--- src/rtl/demux_pkg.sv ---
// Shared sizing and state encoding for the 1:32 burst-writing demultiplexer.
package demux_pkg;

  localparam int SLOTS = 32;
  localparam int SEL_W = 5;
  localparam int CNT_W = 6;

  typedef enum logic {
    S_IDLE  = 1'b0,
    S_BURST = 1'b1
  } state_t;

  // Burst lengths above the slot count collapse to one full pass over every slot.
  function automatic logic [CNT_W-1:0] sat_count(input logic [CNT_W-1:0] c);
    return (c > CNT_W'(SLOTS)) ? CNT_W'(SLOTS) : c;
  endfunction

endpackage

--- src/rtl/decoder_5_to_32.sv ---
// Enabled 5-bit to one-hot 32 decoder producing per-slot write enables.
module decoder_5_to_32
  import demux_pkg::*;
(
  input  logic [SEL_W-1:0] sel,
  input  logic             en,
  output logic [SLOTS-1:0] onehot
);

  always_comb begin
    onehot = '0;
    if (en) onehot[sel] = 1'b1;
  end

endmodule

--- src/rtl/demux32_burst_writer.sv ---
// Sequential 1:32 demultiplexer: accepts a (start slot, beat count) command and
// scatters a valid/ready beat stream into 32 slot registers with wrapping pointer.
//
//   state   | meaning
//   S_IDLE  | waiting for a burst command; cmd_ready high
//   S_BURST | accepting beats; remaining counts down to the last beat
module demux32_burst_writer
  import demux_pkg::*;
#(
  parameter int N = 1
) (
  input  logic               clk,
  input  logic               rst_n,
  input  logic               cmd_valid,
  output logic               cmd_ready,
  input  logic [SEL_W-1:0]   cmd_select,
  input  logic [CNT_W-1:0]   cmd_count,
  input  logic               in_valid,
  output logic               in_ready,
  input  logic [N-1:0]       in_data,
  output logic [SLOTS*N-1:0] out,
  output logic [SLOTS-1:0]   wr_strobe,
  output logic               busy,
  output logic               done
);

  state_t            state_q, state_d;
  logic [SEL_W-1:0]  ptr_q, ptr_d;
  logic [CNT_W-1:0]  rem_q, rem_d;
  logic              done_q, done_d;
  logic [SLOTS-1:0]  wr_strobe_q;
  logic [SLOTS-1:0]  wen;
  logic              beat_fire;

  // Handshake readiness comes straight from the state register.
  assign cmd_ready = (state_q == S_IDLE);
  assign in_ready  = (state_q == S_BURST);
  assign busy      = (state_q == S_BURST);
  assign beat_fire = in_valid & in_ready;
  assign done      = done_q;
  assign wr_strobe = wr_strobe_q;

  always_ff @(posedge clk or negedge rst_n) begin
    if (!rst_n) begin
      state_q     <= S_IDLE;
      ptr_q       <= '0;
      rem_q       <= '0;
      done_q      <= 1'b0;
      wr_strobe_q <= '0;
    end else begin
      state_q     <= state_d;
      ptr_q       <= ptr_d;
      rem_q       <= rem_d;
      done_q      <= done_d;
      wr_strobe_q <= wen;
    end
  end

  always_comb begin
    state_d = state_q;
    ptr_d   = ptr_q;
    rem_d   = rem_q;
    done_d  = 1'b0;
    case (state_q)
      S_IDLE: begin
        if (cmd_valid) begin
          if (cmd_count == '0) begin
            done_d = 1'b1;
          end else begin
            ptr_d   = cmd_select;
            rem_d   = sat_count(cmd_count);
            state_d = S_BURST;
          end
        end
      end
      S_BURST: begin
        if (in_valid) begin
          ptr_d = ptr_q + 1'b1;
          rem_d = rem_q - 1'b1;
          if (rem_q == CNT_W'(1)) begin
            state_d = S_IDLE;
            done_d  = 1'b1;
          end
        end
      end
      default: state_d = S_IDLE;
    endcase
  end

  decoder_5_to_32 u_dec (
    .sel    (ptr_q),
    .en     (beat_fire),
    .onehot (wen)
  );

  for (genvar i = 0; i < SLOTS; i++) begin : g_slot
    logic [N-1:0] slot_q;
    always_ff @(posedge clk or negedge rst_n) begin
      if (!rst_n)      slot_q <= '0;
      else if (wen[i]) slot_q <= in_data;
    end
    assign out[i*N +: N] = slot_q;
  end

endmodule
--- config.mk ---
export PLATFORM = sky130hd
export DESIGN_NAME = demux32_burst_writer
export DESIGN_NICKNAME = d
export VERILOG_FILES = /design/src/rtl/demux_pkg.sv /design/src/rtl/decoder_5_to_32.sv /design/src/rtl/demux32_burst_writer.sv
export SDC_FILE = /design/constraint.sdc
export NUM_CORES = 1
export LEC_CHECK = 0
export CAP_MARGIN = 20
export CORE_UTILIZATION = 49
export CTS_CLUSTER_SIZE = 25
export DETAILED_ROUTE_END_ITERATION = 12
export PLACE_DENSITY_LB_ADDON = 0.2
export SYNTH_ARGS = -nofsm -noshare
export SYNTH_HDL_FRONTEND = slang
export SYNTH_HIERARCHICAL = 1
export SYNTH_SLANG_ARGS = --single-unit
--- constraint.sdc ---
create_clock -name clk -period 2.4 [get_ports clk]
set_clock_uncertainty 0.15 [all_clocks]
set_input_delay 0.48 -clock clk [delete_from_list [all_inputs] [get_ports clk]]
set_output_delay 0.48 -clock clk [all_outputs]
set_load 0.02 [all_outputs]
==> results of run 1 <==
==> worst register-to-register path, cell delays in order (launching register included) <==
cell	delay (ns)
sky130_fd_sc_hd__dfrtp_1	0.39
sky130_fd_sc_hd__buf_4	0.27
sky130_fd_sc_hd__mux2_4	0.38
sky130_fd_sc_hd__a21boi_2	0.19
sky130_fd_sc_hd__buf_4	0.20
sky130_fd_sc_hd__a21oi_1	0.13
sky130_fd_sc_hd__a21oi_1	0.06
==> report_power, final <==
part	internal, mW	leakage [nW]	total (mW)	switching [mW]
combinational	0.914	0.793	1.89	0.977
sequential	1.64	1.01	1.87	0.227
clock	0.622	0.110	1.12	0.496
==> cell type report <==
type	instances	area, µm²	area share, %
clock buffers	10	138	3.23
clock inverters	6	92.6	2.18
inverters	6	22.5	0.529
multi-input cells	154	1080	25.3
flip-flops and latches	77	1930	45.3
well taps	77	96.3	2.26
repair buffers	93	903	21.2
==> worst max-delay path by stage <==
| stage | endpoint |
|---|---|
| after floorplan | g_slot[3].slot_q |
| after global placement | g_slot[2].slot_q |
| after detailed placement | g_slot[1].slot_q |
| after CTS | busy |
| after global routing | busy |
| final | busy |
==> per-layer routing <==
layer,vias up,share of wire [%],track usage (%)
met1,1099,46,28.6
met4,0,1.4,7.68
li1,1052,-,-
met2,70,47,31.0
met3,8,5.1,3.83
met5,-,0,0
==> flip-flops by register name (all words and copies together) (netlist names) <==
name and cells:
rem_q 6, wr_strobe 32, busy 1, g_slot.slot_q 32
ptr_q 5, done 1
==> Yosys cell counts (2+ instances only) <==
| library cell | number |
|---|---|
| sky130_fd_sc_hd__dfrtp_1 | 77 |
| sky130_fd_sc_hd__nand2_1 | 5 |
| sky130_fd_sc_hd__ha_1 | 3 |
| sky130_fd_sc_hd__and2_1 | 2 |
| sky130_fd_sc_hd__nand4bb_1 | 3 |
| sky130_fd_sc_hd__mux2_2 | 33 |
| sky130_fd_sc_hd__clkbuf_1 | 6 |
| sky130_fd_sc_hd__nor4_1 | 2 |
| sky130_fd_sc_hd__buf_2 | 2 |
| sky130_fd_sc_hd__nand4b_1 | 3 |
| sky130_fd_sc_hd__nand3_1 | 7 |
| sky130_fd_sc_hd__or3_1 | 3 |
| sky130_fd_sc_hd__inv_1 | 6 |
| sky130_fd_sc_hd__a22oi_1 | 2 |
| sky130_fd_sc_hd__a21oi_1 | 13 |
| sky130_fd_sc_hd__o21ai_0 | 5 |
| sky130_fd_sc_hd__nand4_1 | 2 |
| sky130_fd_sc_hd__nand2b_1 | 6 |
| sky130_fd_sc_hd__nor2_1 | 43 |
| sky130_fd_sc_hd__mux2i_1 | 3 |
| sky130_fd_sc_hd__nor3_1 | 2 |
| sky130_fd_sc_hd__buf_4 | 33 |
| sky130_fd_sc_hd__and3_1 | 3 |
==> logic make-up (layout without fill, tap and decap cells) <==
logic type	Yosys count	count (layout)	share of synthesized area, %
DFF	77	77	58.1
AOI/OAI and AO/OA	29	29	5.39
muxes	37	37	12.6
and+or+nand+nor	85	85	13.4
buffers and inverters	48	115	9.47
adders and majority gates	3	3	1.13
==> through the flow <==
step | hold slack (ns) | TNS, ns
floorplan | 0.0344 | 0
global placement | 0.341 | -0.0821
detailed placement | 0.345 | -0.166
CTS | 0.0513 | 0
global route | 0.0851 | 0
finish | 0.0264 | 0
==> impl_metrics.xml, run 1 <==
<?xml version="1.0" encoding="UTF-8"?>
<metrics>
  <group name="status">
    <metric name="status" unit="">complete, but fails checks</metric>
    <metric name="failed_checks" unit="">design-rule violations</metric>
  </group>
  <group name="detailed_routing">
    <metric name="drt_first_pass_iters" unit="">8</metric>
    <metric name="drcViolationCount" unit="">16</metric>
    <metric name="drt_first_iter_violations" unit="">123</metric>
    <metric name="final_antenna_net_count" unit="">0</metric>
    <metric name="wl_per_cell" unit="µm">15.9</metric>
    <metric name="viasPerCell" unit="">5.27</metric>
    <metric name="wirelength" unit="mm">6.71</metric>
    <metric name="dr_total_vias" unit="">2229</metric>
  </group>
  <group name="critical_path">
    <metric name="r2r.worst_path.cells" unit="">6</metric>
    <metric name="startpoint_type" unit="">flop</metric>
    <metric name="worst_reg2reg_startpoint" unit="">busy</metric>
    <metric name="setup.worst_path.class" unit="">reg -&gt; out</metric>
    <metric name="worstPathRequired" unit="ns">1.77</metric>
    <metric name="worst_path_max_fanout" unit="">22</metric>
    <metric name="reg2reg_slack" unit="ns">0.53</metric>
    <metric name="timing.critical_path.from" unit="">busy</metric>
    <metric name="critical_path_buf_inv_count" unit="">2</metric>
    <metric name="cp_slowest_stage_delay" unit="ns">0.65</metric>
    <metric name="critPathArrivalTime" unit="ns">1.64</metric>
    <metric name="endpoint_of_the_worst_register_to_register_path" unit="">rem_q[2]</metric>
    <metric name="critPathCaptureType" unit="">primary output</metric>
    <metric name="timing.critical_path.depth" unit="">2</metric>
    <metric name="worstPathCellList" unit="">buf_4 &gt; clkdlybuf4s50_1</metric>
    <metric name="dominant_delay_contributor_by_cell_family_on_the_critical_path" unit="">buffers and inverters</metric>
    <metric name="worst_path_max_delay_cell" unit="">sky130_fd_sc_hd__clkdlybuf4s50_1</metric>
  </group>
  <group name="global_route">
    <metric name="global_route_wire_length_before_repair" unit="mm">11.0</metric>
    <metric name="grt.overflow.total" unit="">0</metric>
    <metric name="grt_antenna_before_repair" unit="">0</metric>
    <metric name="grt_pass1_vias" unit="">2149</metric>
    <metric name="largest_net_degree_at_the_start_of_global_routing" unit="">57</metric>
    <metric name="grtUsageTotal" unit="%">20.2</metric>
  </group>
  <group name="placement">
    <metric name="placed_cells" unit="">407</metric>
    <metric name="input_output_buffers" unit="">83</metric>
    <metric name="postPlaceCellArea" unit="µm²">4030</metric>
    <metric name="gp_routability_congestion" unit="">0.856</metric>
    <metric name="hpwl" unit="mm">4.64</metric>
    <metric name="preCtsSetupSlack" unit="ns">-0.0468</metric>
  </group>
  <group name="job">
    <metric name="drv.max_cap_violation_count" unit="">0</metric>
  </group>
  <group name="cts">
    <metric name="cts-htree-levels" unit="">3</metric>
    <metric name="post_cts_hold_buffer_count" unit="">0</metric>
    <metric name="clk_transition_reported_paths" unit="ns">0.09</metric>
    <metric name="cts_buffers" unit="">9</metric>
    <metric name="insertion_delay" unit="ns">0.34</metric>
    <metric name="cts_num_sinks" unit="">77</metric>
    <metric name="tritoncts" unit="">done</metric>
    <metric name="post_cts.resized_instances" unit="">0</metric>
    <metric name="postCtsSetupRepairBufs" unit="">0</metric>
    <metric name="clk_path_buf_depth" unit="">2</metric>
    <metric name="cts_root_buffer" unit="">sky130_fd_sc_hd__clkbuf_8</metric>
  </group>
  <group name="die">
    <metric name="die-height" unit="µm">84.3</metric>
    <metric name="design.portCount" unit="">84</metric>
    <metric name="rows" unit="">29</metric>
    <metric name="die_area" unit="µm²">7100</metric>
    <metric name="dieWidth" unit="µm">84.3</metric>
    <metric name="core" unit="µm²">6460</metric>
    <metric name="initial_core_utilization" unit="%">51.4</metric>
  </group>
  <group name="pwr">
    <metric name="leakage_power_summed_over_all_cells" unit="nW">1.91</metric>
    <metric name="design_power_total" unit="mW">4.88</metric>
    <metric name="vdd_ir_drop_max" unit="mV">0.713</metric>
    <metric name="power.density_cell_area" unit="nW/µm²">1150</metric>
  </group>
  <group name="synth">
    <metric name="yosys_register_bits" unit="">77</metric>
    <metric name="yosys_most_used_dff" unit="">sky130_fd_sc_hd__dfrtp_1</metric>
    <metric name="yosys.cell_types.count" unit="">38</metric>
    <metric name="synth_enable_flop_cells" unit="">0</metric>
    <metric name="synth_top_cell_by_area" unit="">sky130_fd_sc_hd__dfrtp_1</metric>
    <metric name="synth_cells" unit="">279</metric>
    <metric name="synth.yosys.seq_area_share" unit="%">58.1</metric>
    <metric name="synth.cell_area" unit="µm²">3320</metric>
    <metric name="syn-num-nets" unit="">298</metric>
    <metric name="synth.yosys.warnings" unit="">6</metric>
    <metric name="synth_top_cells_by_area" unit="">sky130_fd_sc_hd__dfrtp_1 58%, sky130_fd_sc_hd__mux2_2 11%, sky130_fd_sc_hd__buf_4 7.5%</metric>
    <metric name="yosysTopAreaCellShare" unit="%">58.1</metric>
    <metric name="postSynth.asyncResetShare" unit="%">100</metric>
    <metric name="syn-mean-instance-area" unit="µm²">11.9</metric>
  </group>
  <group name="timing">
    <metric name="post-route-period-util" unit="%">94.8</metric>
    <metric name="timing_max_transition_violations_final" unit="">0</metric>
    <metric name="grt_setup_unrepaired" unit="">no</metric>
    <metric name="slew_headroom" unit="%">54.3</metric>
    <metric name="finalWorstPathRequiredPeriod" unit="ns">2.27</metric>
    <metric name="final_hold_viol_count" unit="">0</metric>
    <metric name="report.final.setup_viol" unit="">0</metric>
    <metric name="fmax" unit="GHz">0.440</metric>
    <metric name="final_critical_path_setup_slack" unit="ns">0.126</metric>
    <metric name="worstMarginPinSlew" unit="ns">0.685</metric>
  </group>
  <group name="final_layout">
    <metric name="finalNonFillerCells" unit="">423</metric>
    <metric name="antennaDiodeCount" unit="">0</metric>
    <metric name="total_of_fill_cells_in_the_finished_design" unit="">520</metric>
    <metric name="layout-drive-gt1-share" unit="%">18.2</metric>
    <metric name="fin_util" unit="%">65.9</metric>
    <metric name="final_common_cell" unit="">sky130_fd_sc_hd__clkdlybuf4s50_1</metric>
    <metric name="area_growth_syn_to_layout" unit="%">28.3</metric>
    <metric name="layout.cells.most_common_list" unit="">82 x sky130_fd_sc_hd__clkdlybuf4s50_1, 77 x sky130_fd_sc_hd__dfrtp_1, 43 x sky130_fd_sc_hd__nor2_1</metric>
    <metric name="finish.net_count" unit="">360</metric>
    <metric name="final_area" unit="µm²">4260</metric>
  </group>
  <group name="min_path">
    <metric name="hold_path_class" unit="">in -&gt; async</metric>
  </group>
</metrics>
Power figures use the tool's default switching activity.
==> run 2: changes to the inputs <==
--- a/config.mk
+++ b/config.mk
@@ -6,7 +6,10 @@
 export NUM_CORES = 1
 export LEC_CHECK = 0
 export CAP_MARGIN = 20
-export CORE_UTILIZATION = 49
+export CELL_PAD_IN_SITES_DETAIL_PLACEMENT = 0
+export CELL_PAD_IN_SITES_GLOBAL_PLACEMENT = 1
+export CORE_MARGIN = 3
+export CORE_UTILIZATION = 38
 export CTS_CLUSTER_SIZE = 25
 export DETAILED_ROUTE_END_ITERATION = 12
 export PLACE_DENSITY_LB_ADDON = 0.2
==> constraint.sdc (replaced) <==
create_clock -name clk -period 2.6 [get_ports clk]
set_clock_uncertainty 0.15 [all_clocks]
set_input_delay 0.52 -clock clk [delete_from_list [all_inputs] [get_ports clk]]
set_output_delay 0.52 -clock clk [all_outputs]
set_load 0.02 [all_outputs]
==> run 2 against run 1 <==
Compared with the run above: the run now ends clean; final area rose by 0.24%; sequential share of layout area decreased by 0.11 points; critical path depth is the same; non-clock buffer count decreased by 1; global-route usage decreased by 5.1 points; routed wire length rose by 3.6%; combinational power fell by 12%; setup slack better by 0.14 ns.
==> impl_metrics.xml, run 2 (synthesized netlist as in run 1, its figures left out) <==
<?xml version="1.0" encoding="UTF-8"?>
<metrics>
  <group name="status">
    <metric name="status" unit="">complete, no violations</metric>
  </group>
  <group name="final_layout">
    <metric name="finalNonFillerCells" unit="">449</metric>
    <metric name="final_common_cell" unit="">sky130_fd_sc_hd__clkdlybuf4s50_1</metric>
    <metric name="area_growth_syn_to_layout" unit="%">28.6</metric>
    <metric name="finish.net_count" unit="">359</metric>
    <metric name="antennaDiodeCount" unit="">0</metric>
    <metric name="layout-drive-gt1-share" unit="%">17.4</metric>
    <metric name="layout.cells.most_common_list" unit="">82 x sky130_fd_sc_hd__clkdlybuf4s50_1, 77 x sky130_fd_sc_hd__dfrtp_1, 43 x sky130_fd_sc_hd__nor2_1</metric>
  </group>
  <group name="cts">
    <metric name="post_cts_hold_buffer_count" unit="">1</metric>
    <metric name="clk_transition_reported_paths" unit="ns">0.08</metric>
    <metric name="tritoncts" unit="">done</metric>
    <metric name="cts_root_buffer" unit="">sky130_fd_sc_hd__clkbuf_8</metric>
    <metric name="post_cts.resized_instances" unit="">0</metric>
    <metric name="insertion_delay" unit="ns">0.34</metric>
    <metric name="cts_num_sinks" unit="">77</metric>
    <metric name="cts_buffers" unit="">9</metric>
    <metric name="clk_path_buf_depth" unit="">2</metric>
    <metric name="postCtsSetupRepairBufs" unit="">0</metric>
    <metric name="cts-htree-levels" unit="">3</metric>
  </group>
  <group name="detailed_routing">
    <metric name="viasPerCell" unit="">4.88</metric>
    <metric name="wirelength" unit="mm">6.95</metric>
    <metric name="drt_first_pass_iters" unit="">4</metric>
    <metric name="drcViolationCount" unit="">0</metric>
    <metric name="drt_first_iter_violations" unit="">54</metric>
    <metric name="dr_total_vias" unit="">2191</metric>
    <metric name="wl_per_cell" unit="µm">15.5</metric>
    <metric name="final_antenna_net_count" unit="">0</metric>
  </group>
  <group name="timing">
    <metric name="slew_headroom" unit="%">70.7</metric>
    <metric name="timing_max_transition_violations_final" unit="">0</metric>
    <metric name="finalWorstPathRequiredPeriod" unit="ns">2.34</metric>
    <metric name="final_hold_viol_count" unit="">0</metric>
    <metric name="worstMarginPinSlew" unit="ns">0.440</metric>
    <metric name="timing.hold.ws" unit="ns">0.360</metric>
    <metric name="fmax" unit="GHz">0.428</metric>
    <metric name="report.final.setup_viol" unit="">0</metric>
    <metric name="grt_setup_unrepaired" unit="">no</metric>
    <metric name="post-route-period-util" unit="%">89.9</metric>
    <metric name="timing.setup.tns" unit="ns">0</metric>
  </group>
  <group name="job">
    <metric name="drv.max_cap_violation_count" unit="">0</metric>
  </group>
  <group name="global_route">
    <metric name="grt.overflow.total" unit="">0</metric>
    <metric name="largest_net_degree_at_the_start_of_global_routing" unit="">64</metric>
    <metric name="globalRouteMet3Util" unit="%">3.23</metric>
    <metric name="global_route_wire_length_before_repair" unit="mm">11.4</metric>
    <metric name="gr-usage-met2" unit="%">21.4</metric>
    <metric name="grt_pass1_vias" unit="">2147</metric>
    <metric name="gr-max-usage-layer" unit="">met1</metric>
    <metric name="grtUsageTotal" unit="%">15.0</metric>
    <metric name="grt_antenna_before_repair" unit="">0</metric>
    <metric name="use_met1" unit="%">21.8</metric>
  </group>
  <group name="critical_path">
    <metric name="worst_reg2reg_startpoint" unit="">ptr_q[3]</metric>
    <metric name="r2r.worst_path.cells" unit="">3</metric>
    <metric name="critPathCaptureType" unit="">primary output</metric>
    <metric name="reg2reg_slack" unit="ns">0.64</metric>
    <metric name="endpoint_of_the_worst_register_to_register_path" unit="">g_slot[3].slot_q</metric>
    <metric name="cp_slowest_stage_delay" unit="ns">0.65</metric>
    <metric name="critPathArrivalTime" unit="ns">1.67</metric>
    <metric name="worst_path_max_fanout" unit="">7</metric>
    <metric name="worst_path_max_delay_cell" unit="">sky130_fd_sc_hd__clkdlybuf4s50_1</metric>
    <metric name="startpoint_type" unit="">flop</metric>
    <metric name="worstPathRequired" unit="ns">1.93</metric>
    <metric name="setup.worst_path.class" unit="">reg -&gt; out</metric>
    <metric name="worstPathCellList" unit="">inv_1 &gt; clkdlybuf4s50_1</metric>
  </group>
  <group name="die">
    <metric name="rows" unit="">33</metric>
    <metric name="initial_core_utilization" unit="%">39.8</metric>
    <metric name="die_area" unit="µm²">9890</metric>
    <metric name="die-height" unit="µm">99.4</metric>
    <metric name="core" unit="µm²">8340</metric>
    <metric name="design.portCount" unit="">84</metric>
    <metric name="dieWidth" unit="µm">99.4</metric>
  </group>
  <group name="pwr">
    <metric name="vdd_ir_drop_max" unit="mV">0.438</metric>
    <metric name="power.density_cell_area" unit="nW/µm²">1020</metric>
    <metric name="leakage_power_summed_over_all_cells" unit="nW">1.90</metric>
    <metric name="design_power_total" unit="mW">4.35</metric>
  </group>
  <group name="placement">
    <metric name="gp_routability_congestion" unit="">0.805</metric>
    <metric name="hpwl" unit="mm">4.88</metric>
    <metric name="placed_cells" unit="">433</metric>
    <metric name="input_output_buffers" unit="">83</metric>
  </group>
  <group name="min_path">
    <metric name="hold_path.startpoint" unit="">g_slot[8].slot_q</metric>
    <metric name="hold_depth" unit="">1</metric>
    <metric name="hold_path_class" unit="">reg -&gt; reg</metric>
    <metric name="min_to" unit="">g_slot[8].slot_q</metric>
  </group>
</metrics>
run 2: worst max-delay path by stage:
stage / to / cells past startpoint / from
2_1_floorplan: g_slot[3].slot_q / 5 / busy
3_3_place_gp: g_slot[0].slot_q / 5 / in_valid
3_5_place_dp: g_slot[2].slot_q / 5 / in_valid
4_1_cts: cmd_ready / 2 / busy
5_1_grt: cmd_ready / 2 / busy
6_report: cmd_ready / 2 / busy
run 2: metrics by stage:
stage                     util [%]  area (µm²)  worst slack (ns)
final                         51.1        4270             0.263
after CTS                     51.1        4270             0.230
after floorplan                  -        3320             0.346
after global routing          51.1        4270             0.190
after detailed placement      48.6        4060            0.0999
after global placement        48.6        4060             0.155
run 2: area by class of cell:
| type | instances | area (µm²) |
|---|---|---|
| flip-flops and latches | 77 | 1930 |
| clock inverters | 5 | 60.1 |
| well taps | 105 | 131 |
| clock buffers | 10 | 138 |
| multi-input cells | 154 | 1080 |
| inverters | 6 | 22.5 |
| repair buffers | 92 | 911 |
| fillers | 780 | 4080 |
run 2: worst max-delay path, delay by kind of cell (launching register included):
family,cells,cell delay (ns)
buffers and inverters,2,0.87
flip-flops,1,0.45
run 2: power by group:
group,switching [mW],internal [mW]
Sequential,0.262,1.52
Combinational,0.833,0.829
Clock,0.439,0.468
run 2: layer usage:
metal  wire length (µm)  part of all wire (%)  vias to the layer above
met2               3090                    44                       69
met3                365                   5.2                       11
li1                   -                     -                     1049
met4                144                   2.1                        0
met5                  0                     0                        -
met1               3350                    48                     1062
==> run 3: changes to the inputs <==
--- a/config.mk
+++ b/config.mk
@@ -12,6 +12,7 @@
 export CORE_UTILIZATION = 38
 export CTS_CLUSTER_SIZE = 25
 export DETAILED_ROUTE_END_ITERATION = 12
+export MAX_ROUTING_LAYER = met4
 export PLACE_DENSITY_LB_ADDON = 0.2
 export SYNTH_ARGS = -nofsm -noshare
 export SYNTH_HDL_FRONTEND = slang
==> run 3 against run 2 <==
Compared with the run above: final area unchanged; first-iteration DRC count shrank 17%; hold slack about the same; combinational power about the same; fmax shrank 0.17%; global-route usage is 0.39 points higher; via count grew 1.0%; clock power grew 0.8%; non-clock buffer count stayed put; sequential cell count unchanged; die area is the same; largest cell class unchanged; largest power group unchanged.
==> impl_metrics.xml, run 3 (synthesized netlist as in run 1, its figures left out) <==
<?xml version="1.0" encoding="UTF-8"?>
<metrics>
  <group name="pwr">
    <metric name="leakage_power_summed_over_all_cells" unit="nW">1.90</metric>
    <metric name="pwr-share-comb" unit="%">38.2</metric>
    <metric name="power.density_cell_area" unit="nW/µm²">1020</metric>
    <metric name="design_power_total" unit="mW">4.36</metric>
    <metric name="internal_power" unit="mW">2.81</metric>
    <metric name="share_clk_of_total_power" unit="%">21.0</metric>
    <metric name="net-switching-power" unit="mW">1.54</metric>
    <metric name="swShare" unit="%">35.4</metric>
    <metric name="p_seq_share" unit="%">40.8</metric>
    <metric name="vdd_ir_drop_max" unit="mV">0.437</metric>
  </group>
  <group name="cts">
    <metric name="cts_buffers" unit="">9</metric>
    <metric name="cts_num_sinks" unit="">77</metric>
    <metric name="cts_root_buffer" unit="">sky130_fd_sc_hd__clkbuf_8</metric>
    <metric name="post_cts.resized_instances" unit="">0</metric>
    <metric name="postCtsSetupRepairBufs" unit="">0</metric>
    <metric name="clk_path_buf_depth" unit="">2</metric>
    <metric name="cts-htree-levels" unit="">3</metric>
    <metric name="insertion_delay" unit="ns">0.35</metric>
    <metric name="clk_transition_reported_paths" unit="ns">0.08</metric>
    <metric name="tritoncts" unit="">done</metric>
  </group>
  <group name="die">
    <metric name="dieWidth" unit="µm">99.4</metric>
    <metric name="initial_core_utilization" unit="%">39.8</metric>
    <metric name="design.portCount" unit="">84</metric>
    <metric name="die-height" unit="µm">99.4</metric>
    <metric name="die_area" unit="µm²">9890</metric>
    <metric name="rows" unit="">33</metric>
    <metric name="core" unit="µm²">8340</metric>
  </group>
  <group name="status">
    <metric name="status" unit="">complete, no violations</metric>
  </group>
  <group name="global_route">
    <metric name="grtUsageTotal" unit="%">15.4</metric>
    <metric name="largest_net_degree_at_the_start_of_global_routing" unit="">64</metric>
    <metric name="grt_pass1_vias" unit="">2148</metric>
    <metric name="global_route_wire_length_before_repair" unit="mm">11.4</metric>
    <metric name="grt.overflow.total" unit="">0</metric>
    <metric name="grt_antenna_before_repair" unit="">0</metric>
  </group>
  <group name="final_layout">
    <metric name="antennaDiodeCount" unit="">0</metric>
    <metric name="layout-drive-gt1-share" unit="%">17.4</metric>
    <metric name="layout.cells.most_common_list" unit="">82 x sky130_fd_sc_hd__clkdlybuf4s50_1, 77 x sky130_fd_sc_hd__dfrtp_1, 43 x sky130_fd_sc_hd__nor2_1</metric>
    <metric name="final_common_cell" unit="">sky130_fd_sc_hd__clkdlybuf4s50_1</metric>
    <metric name="area_growth_syn_to_layout" unit="%">28.6</metric>
    <metric name="finish.net_count" unit="">359</metric>
    <metric name="total_of_fill_cells_in_the_finished_design" unit="">780</metric>
  </group>
  <group name="detailed_routing">
    <metric name="drt_first_pass_iters" unit="">4</metric>
    <metric name="drcViolationCount" unit="">0</metric>
    <metric name="viasPerCell" unit="">4.93</metric>
    <metric name="final_antenna_net_count" unit="">0</metric>
    <metric name="drt_first_iter_violations" unit="">45</metric>
    <metric name="wirelength" unit="mm">7.00</metric>
    <metric name="dr_total_vias" unit="">2213</metric>
    <metric name="wl_per_cell" unit="µm">15.6</metric>
  </group>
  <group name="timing">
    <metric name="worstMarginPinSlew" unit="ns">0.457</metric>
    <metric name="fmax" unit="GHz">0.427</metric>
    <metric name="timing.setup.tns" unit="ns">0</metric>
    <metric name="final_hold_viol_count" unit="">0</metric>
    <metric name="grt_setup_unrepaired" unit="">no</metric>
    <metric name="timing_max_transition_violations_final" unit="">0</metric>
    <metric name="slew_headroom" unit="%">69.5</metric>
    <metric name="report.final.setup_viol" unit="">0</metric>
    <metric name="post-route-period-util" unit="%">90.0</metric>
    <metric name="finalWorstPathRequiredPeriod" unit="ns">2.34</metric>
  </group>
  <group name="critical_path">
    <metric name="startpoint_type" unit="">flop</metric>
    <metric name="timing.critical_path.from" unit="">busy</metric>
    <metric name="setup.worst_path.class" unit="">reg -&gt; out</metric>
    <metric name="worst_path_max_fanout" unit="">7</metric>
    <metric name="worst_reg2reg_startpoint" unit="">ptr_q[3]</metric>
    <metric name="critPathCaptureType" unit="">primary output</metric>
    <metric name="worstPathRequired" unit="ns">1.93</metric>
    <metric name="critPathArrivalTime" unit="ns">1.67</metric>
    <metric name="r2r.worst_path.cells" unit="">3</metric>
  </group>
  <group name="placement">
    <metric name="gp_routability_congestion" unit="">0.816</metric>
    <metric name="input_output_buffers" unit="">83</metric>
    <metric name="hpwl" unit="mm">4.88</metric>
  </group>
  <group name="min_path">
    <metric name="hold_depth" unit="">1</metric>
    <metric name="hold_path_class" unit="">reg -&gt; reg</metric>
    <metric name="hold_path.startpoint" unit="">g_slot[8].slot_q</metric>
  </group>
  <group name="job">
    <metric name="drv.max_cap_violation_count" unit="">0</metric>
  </group>
</metrics>
run 3: layer usage:
metal | GRT usage (%) | share of wire (%) | vias up
met3 | 4.14 | 5.8 | 7
met2 | 21.4 | 45 | 77
met4 | 5.36 | 1.2 | 0
met1 | 21.8 | 48 | 1076
li1 | - | - | 1053
met5 | - | 0 | -
run 3: power groups by stage:
stage	Combinational (mW)	Clock [mW]	Sequential, mW
6_report	1.66	0.913	1.78
5_1_grt	1.80	0.996	1.84
4_1_cts	1.69	0.936	1.78
3_5_place_dp	1.68	0	1.81
3_3_place_gp	1.67	0	1.80
2_1_floorplan	1.22	0	1.78
run 3: repair_timing:
| item | CTS | global route |
|---|---|---|
| hold buffers | 1 | 0 |
| hold endpoints to repair | 14 | 0 |
| setup endpoints to repair | 0 | 0 |
run 3: metrics by stage:
stage / hold WS (ns) / setup slack, ns / instances / utilization (%) / instance area, µm²
2_1_floorplan: 0.0744 / 0.346 / 279 / - / 3320
3_5_place_dp: 0.248 / 0.0999 / 433 / 48.6 / 4060
4_1_cts: 0.367 / 0.230 / 449 / 51.1 / 4270
5_1_grt: 0.379 / 0.188 / 449 / 51.1 / 4270
6_report: 0.360 / 0.259 / 449 / 51.1 / 4270
3_3_place_gp: 0.250 / 0.155 / 433 / 48.6 / 4060
run 3: worst max-delay path: stages (launching register included):
cell	delay [ns]
sky130_fd_sc_hd__dfrtp_1	0.46
sky130_fd_sc_hd__inv_1	0.22
sky130_fd_sc_hd__clkdlybuf4s50_1	0.65
run 3: area by class of cell:
class	count	area [µm²]	share of cell area (%)
repair buffers	92	911	21.4
clock inverters	5	60.1	1.41
clock buffers	10	138	3.23
inverters	6	22.5	0.528
well taps	105	131	3.08
multi-input cells	154	1080	25.2
flip-flops and latches	77	1930	45.2
run 3: final timing paths:
path	endpoint	slack [ns]
worst max register to register	g_slot[3].slot_q	0.65
max in group asynchronous	ptr_q[2]	1.29
worst max-delay path	cmd_ready	0.26
worst min register to register	g_slot[8].slot_q	0.36
worst min-delay path	g_slot[8].slot_q	0.36
min in group asynchronous	g_slot[0].slot_q	0.42
